[config.mk]
export PLATFORM = sky130hd
export DESIGN_NAME = regfile_rd
export DESIGN_NICKNAME = d
export VERILOG_FILES = /design/src/rtl/regfile_rd_pkg.sv /design/src/rtl/regfile_rd_port.sv /design/src/rtl/regfile_rd.sv
export SDC_FILE = /design/constraint.sdc
export NUM_CORES = 1
export LEC_CHECK = 0
export CORE_MARGIN = 3
export CORE_UTILIZATION = 50
export CTS_CLUSTER_SIZE = 25
export DETAILED_ROUTE_END_ITERATION = 6
export HOLD_SLACK_MARGIN = 0.1
export PLACE_DENSITY = 0.75
export SYNTH_ARGS = -nofsm -noshare
export SYNTH_HDL_FRONTEND = slang
export SYNTH_HIERARCHICAL = 1
export SYNTH_SLANG_ARGS = --single-unit
[constraint.sdc]
create_clock -name clk -period 1.95 [get_ports clk]
set_input_delay 0.4875 -clock clk [delete_from_list [all_inputs] [get_ports clk]]
set_output_delay 0.4875 -clock clk [all_outputs]
set_load 0.01 [all_outputs]
[src/rtl/regfile_rd_pkg.sv]
// Shared constants and read-port bundle for the register file.
// Build option: REGFILE_BYPASS_EN (same-edge write-to-read forwarding).
package regfile_rd_pkg;

  localparam int WIDTH_D = 8;
  localparam int DEPTH_D = 8;
  localparam int AW_D    = $clog2(DEPTH_D);

  typedef struct packed {
    logic              req;
    logic [AW_D-1:0]   addr;
    logic              ack;
    logic [WIDTH_D-1:0] data;
    logic              dvalid;
    logic              dready;
  } rd_port_t;

  function automatic logic [DEPTH_D-1:0] onehot_d(
    input logic [AW_D-1:0] a
  );
    onehot_d = DEPTH_D'(1) << a;
  endfunction

endpackage

[src/rtl/regfile_rd_port.sv]
// One read port: source mux (with optional bypass) feeding a
// registered valid/ready output stage. Option: REGFILE_BYPASS_EN.
module regfile_rd_port
  import regfile_rd_pkg::*;
#(
  parameter int WIDTH = WIDTH_D,
  parameter int DEPTH = DEPTH_D,
  parameter int AW    = $clog2(DEPTH)
) (
  input  logic                        clk,
  input  logic                        reset,
  input  logic [DEPTH-1:0][WIDTH-1:0] regs,
  input  logic                        we,
  input  logic [AW-1:0]               waddr,
  input  logic [WIDTH-1:0]            wdata,
  input  logic                        req,
  input  logic [AW-1:0]               addr,
  output logic                        ack,
  output logic [WIDTH-1:0]            data,
  output logic                        dvalid,
  input  logic                        dready
);

  logic [WIDTH-1:0] src;
  logic             take;

  always_comb begin
    src = regs[addr];
`ifdef REGFILE_BYPASS_EN
    if (we && waddr == addr) src = wdata;
`endif
    if (addr == '0) src = '0;
  end

`ifndef REGFILE_BYPASS_EN
  logic unused_wr;
  assign unused_wr = ^{we, waddr, wdata};
`endif

  // ack depends only on the output stage, never on req
  assign ack  = !dvalid || dready;
  assign take = req && ack;

  always_ff @(posedge clk or posedge reset) begin
    if (reset) begin
      data   <= '0;
      dvalid <= 1'b0;
    end else if (take) begin
      data   <= src;
      dvalid <= 1'b1;
    end else if (dvalid && dready) begin
      dvalid <= 1'b0;
    end
  end

endmodule

[src/rtl/regfile_rd.sv]
// Register file: one write port, two handshaked read ports.
// Option: REGFILE_BYPASS_EN forwards wdata on same-edge collisions.
module regfile_rd
  import regfile_rd_pkg::*;
#(
  parameter int              WIDTH = WIDTH_D,
  parameter int              DEPTH = DEPTH_D,
  parameter int              AW    = $clog2(DEPTH),
  parameter logic [WIDTH-1:0] RVAL = '0
) (
  input  logic             clk,
  input  logic             reset,
  input  logic             we,
  input  logic [AW-1:0]    waddr,
  input  logic [WIDTH-1:0] wdata,
  input  logic             ra_req,
  input  logic [AW-1:0]    ra_addr,
  output logic             ra_ack,
  output logic [WIDTH-1:0] ra_data,
  output logic             ra_dvalid,
  input  logic             ra_dready,
  input  logic             rb_req,
  input  logic [AW-1:0]    rb_addr,
  output logic             rb_ack,
  output logic [WIDTH-1:0] rb_data,
  output logic             rb_dvalid,
  input  logic             rb_dready
);

  logic [DEPTH-1:0][WIDTH-1:0] regs;
  logic [DEPTH-1:0]            wen;

  always_comb begin
    wen = '0;
    if (we) wen = DEPTH'(1) << waddr;
    wen[0] = 1'b0;
  end

  // entry 0 resets like the rest but is never written
  always_ff @(posedge clk or posedge reset) begin
    if (reset) begin
      for (int i = 0; i < DEPTH; i++) regs[i] <= RVAL;
    end else begin
      for (int i = 1; i < DEPTH; i++)
        if (wen[i]) regs[i] <= wdata;
    end
  end

  regfile_rd_port #(
    .WIDTH(WIDTH), .DEPTH(DEPTH), .AW(AW)
  ) u_pa (
    .clk    (clk),
    .reset  (reset),
    .regs   (regs),
    .we     (we),
    .waddr  (waddr),
    .wdata  (wdata),
    .req    (ra_req),
    .addr   (ra_addr),
    .ack    (ra_ack),
    .data   (ra_data),
    .dvalid (ra_dvalid),
    .dready (ra_dready)
  );

  regfile_rd_port #(
    .WIDTH(WIDTH), .DEPTH(DEPTH), .AW(AW)
  ) u_pb (
    .clk    (clk),
    .reset  (reset),
    .regs   (regs),
    .we     (we),
    .waddr  (waddr),
    .wdata  (wdata),
    .req    (rb_req),
    .addr   (rb_addr),
    .ack    (rb_ack),
    .data   (rb_data),
    .dvalid (rb_dvalid),
    .dready (rb_dready)
  );

endmodule

==> metrics.md, run 1 <==
| Metric | Value |
|---|---|
| Status | `completed` |
| FF/Latch Area | `0.00185 mm^2` |
| Maximum single-stage delay on the critical path | `between 0.4 and 0.5 ns` |
| Post-Route Skew | `0.00894 ns` |
| RR Startpoint | `regs[34]$_DFFE_PP0P_` |
| CP startpoint kind | `input pin` |
| Share of cells above drive strength 1 | `37.8%` |
| Die extent in y | `95.7 um` |
| Overall Global Routing Usage | `between 20 and 25%` |
| Power density normalized to cell area | `947 mW/mm^2` |
| Iteration-0 DRC Markers | `around 180` |
| Cell area after technology mapping | `0.00403 mm^2` |
| Effective utilization at floorplan | `51.8%` |
| Pin count of the biggest net entering global routing | `50` |
| Detailed-router iteration count before antenna repair | `4` |
| Clock tree from TritonCTS | `built` |
| Clock-pin slew reported for the worst setup and hold paths after clock tree synthesis | `roughly 0.080 ns` |
| Number of filler instances in the final layout | `600` |
| Gate power share | `25.5%` |
| Area occupied by multi-input gates | `0.00196 mm^2` |
| Power spent charging and discharging nets | `~1.3 mW` |
| Total inserted antenna cells | `0` |
| Peak supply drop | `approximately 370 uV` |
| Drt via density | `5.90` |
| Required time of the worst setup path | `between 1 and 1.5 ns` |
| Sequential cell fraction of total power | `44.6%` |
| Initial antenna violation count | `0` |
| Dpl cells | `460` |
| Total global routing overflow | `0` |
| Slew at the pin closest to its max-slew limit | `around 0.42 ns` |
| Critical path fanouts, max | `2` |
| Number of buffers added by the clock tree synthesis step | `9` |
| Worst-case setup margin in the final layout | `0.0539 ns` |
| Global-route wire length before repair | `15.1 mm` |
| Share of the clock period used by the worst path | `97.2%` |
| Num rows | `32` |
| Min cycle time layout | `1.90 ns` |
| Clk pwr share | `29.9%` |
| Classification of the worst setup path | `input pin to primary output` |
| Category of cells accounting for the largest share of critical-path delay | `buffers and inverters` |
| IO Pins | `44` |
| DIE WIDTH | `between 90 and 100 um` |
| Count of antenna-violating nets left after detailed routing | `0` |
| Maximum clock insertion buffer count | `2` |
| Switching share of power | `27.1%` |
| Latest clock arrival within the worst-skew pair | `0.35 ns` |
| Most common library cell in the layout ignoring fill and taps | `sky130_fd_sc_hd__dfrtp_1` |
| Crit path from | `rb_dready` |
| Crit-path slowest cell | `sky130_fd_sc_hd__clkdlybuf4s50_1` |
| Endpoint type of the worst setup path | `primary output` |
| End of the worst register-to-register path | `u_pb/data[2]$_DFFE_PP0P_` |
| Minimum setup slack among reg-to-reg paths | `0.59 ns` |
| Worst relative slew slack | `71.7%` |
| FMAX | `527 MHz` |
| Leakage | `2.21 nW` |
| Setup Slack @ Placement | `-0.192 ns` |
| Number of warnings printed during yosys synthesis | `22` |
| Number of maximum-capacitance violations | `0` |
| Setup Total Neg Slack | `0 ns` |
| Half-perimeter wire length after detailed placement | `6.92 mm` |
| Number of buffer and inverter stages on the critical path | `3` |
| Commonest cells after routing, fill and taps aside | `74 x sky130_fd_sc_hd__dfrtp_1, 59 x sky130_fd_sc_hd__mux2_2, 41 x sky130_fd_sc_hd__clkdlybuf4s50_1` |
| Cell-internal power | `3.44 mW` |
| Mean post-synth cell area | `13.6 um^2` |
| Post-Place Cell Area | `about 0.0047 mm^2` |
| Final-stage net count | `393` |
| Worst hold-check path type | `input pin to asynchronous set/reset pin` |
| Final weighted congestion in routability-driven placement | `approximately 0.94` |
| Post-route design area | `0.00498 mm^2` |
| Final Routed Wirelength | `9.44 mm` |
| Post-route non-filler standard cell count | `475` |
| Post-Syn Nets | `321` |
| Unrepaired setup endpoints after global routing | `no` |
| Number of clock sinks | `74` |
| Total number of vias | `2801` |
| Post-CTS Setup Repair Bufs | `0` |
| Cell Chain, Critical Path | `clkdlybuf4s50_1 -> nor2b_2 -> inv_1 -> dlygate4sd2_1` |
| Endpoints failing setup | `0` |
| Worst Reg2Reg Path Length in Cells | `3` |
| Data arrival time of the critical path | `roughly 1.4 ns` |
| Wire length per cell | `19.9 um` |
| Remaining design rule violation count | `0` |
| Via count of the first global-routing pass | `2881` |
| Number of failing hold endpoints at the final stage | `0` |
| Number of port buffers | `43` |
| Area added between synthesis and finish | `23.6%` |
| Power, Total | `4.71 mW` |
| Die Outline Area | `0.00917 mm^2` |
| Pins over their slew limit | `0` |
| Level count of the clock H-tree | `3` |
| Clock root buffer | `sky130_fd_sc_hd__clkbuf_8` |
| Placeable Area | `0.00777 mm^2` |
| Gate count after technology mapping | `297` |
-- state kept, by name, summed over array words and instances (netlist names) --
register / count
regs: 56
u_pa/data: 8
u_pa/dvalid: 1
u_pb/data: 8
u_pb/dvalid: 1
-- metrics by stage --
stage	hold slack, ns	utilization (%)
finish	0.410	64.1
global route	0.410	64.1
CTS	0.404	64.1
detailed placement	0.506	61.1
global placement	0.503	61.1
floorplan	0.315	-
-- area by class of cell --
| cell class | instances | share of cell area, % |
|---|---|---|
| clock inverter | 5 | 2.09 |
| tap | 102 | 2.56 |
| clock buffer | 10 | 2.56 |
| multi-input combinational | 199 | 39.4 |
| sequential | 74 | 37.2 |
| timing repair buffer | 78 | 15.6 |
| inverter | 7 | 0.528 |
-- power groups by stage --
stage	clock network, mW	registers (mW)	logic (mW)
finish	1.41	2.10	1.20
global route	1.51	2.15	1.29
CTS	1.43	2.10	1.21
detailed placement	0	2.13	1.20
global placement	0	2.11	1.16
floorplan	0	2.08	0.776
-- how the worst max path moves through the flow --
| stage | endpoint | slack [ns] | depth (start not counted) |
|---|---|---|---|
| global route | rb_ack | 0.007 | 4 |
| global placement | rb_ack | -0.22 | 4 |
| finish | rb_ack | 0.05 | 4 |
| floorplan | regs[10]$_DFFE_PP0P_ | 0.09 | 1 |
| detailed placement | rb_ack | -0.19 | 4 |
| CTS | rb_ack | 0.04 | 4 |
-- layer usage --
metal / track usage, % / wire [um]
met5: 0 / 0
met4: 7.70 / 142
met3: 5.71 / 590
met2: 34.6 / 4540
met1: 30.5 / 4160
-- what timing repair did --
item,CTS,global route
resized for setup,3,0
endpoints found under the setup margin,2,0
hold buffers,0,0
Power figures use the tool's default switching activity.
==> inputs of run 2 (changes only) <==
SLEW_MARGIN = 20   (was unset)
==> results of run 2 <==
Same layout as run 1: the final DEF is identical, and so are final timing and power.
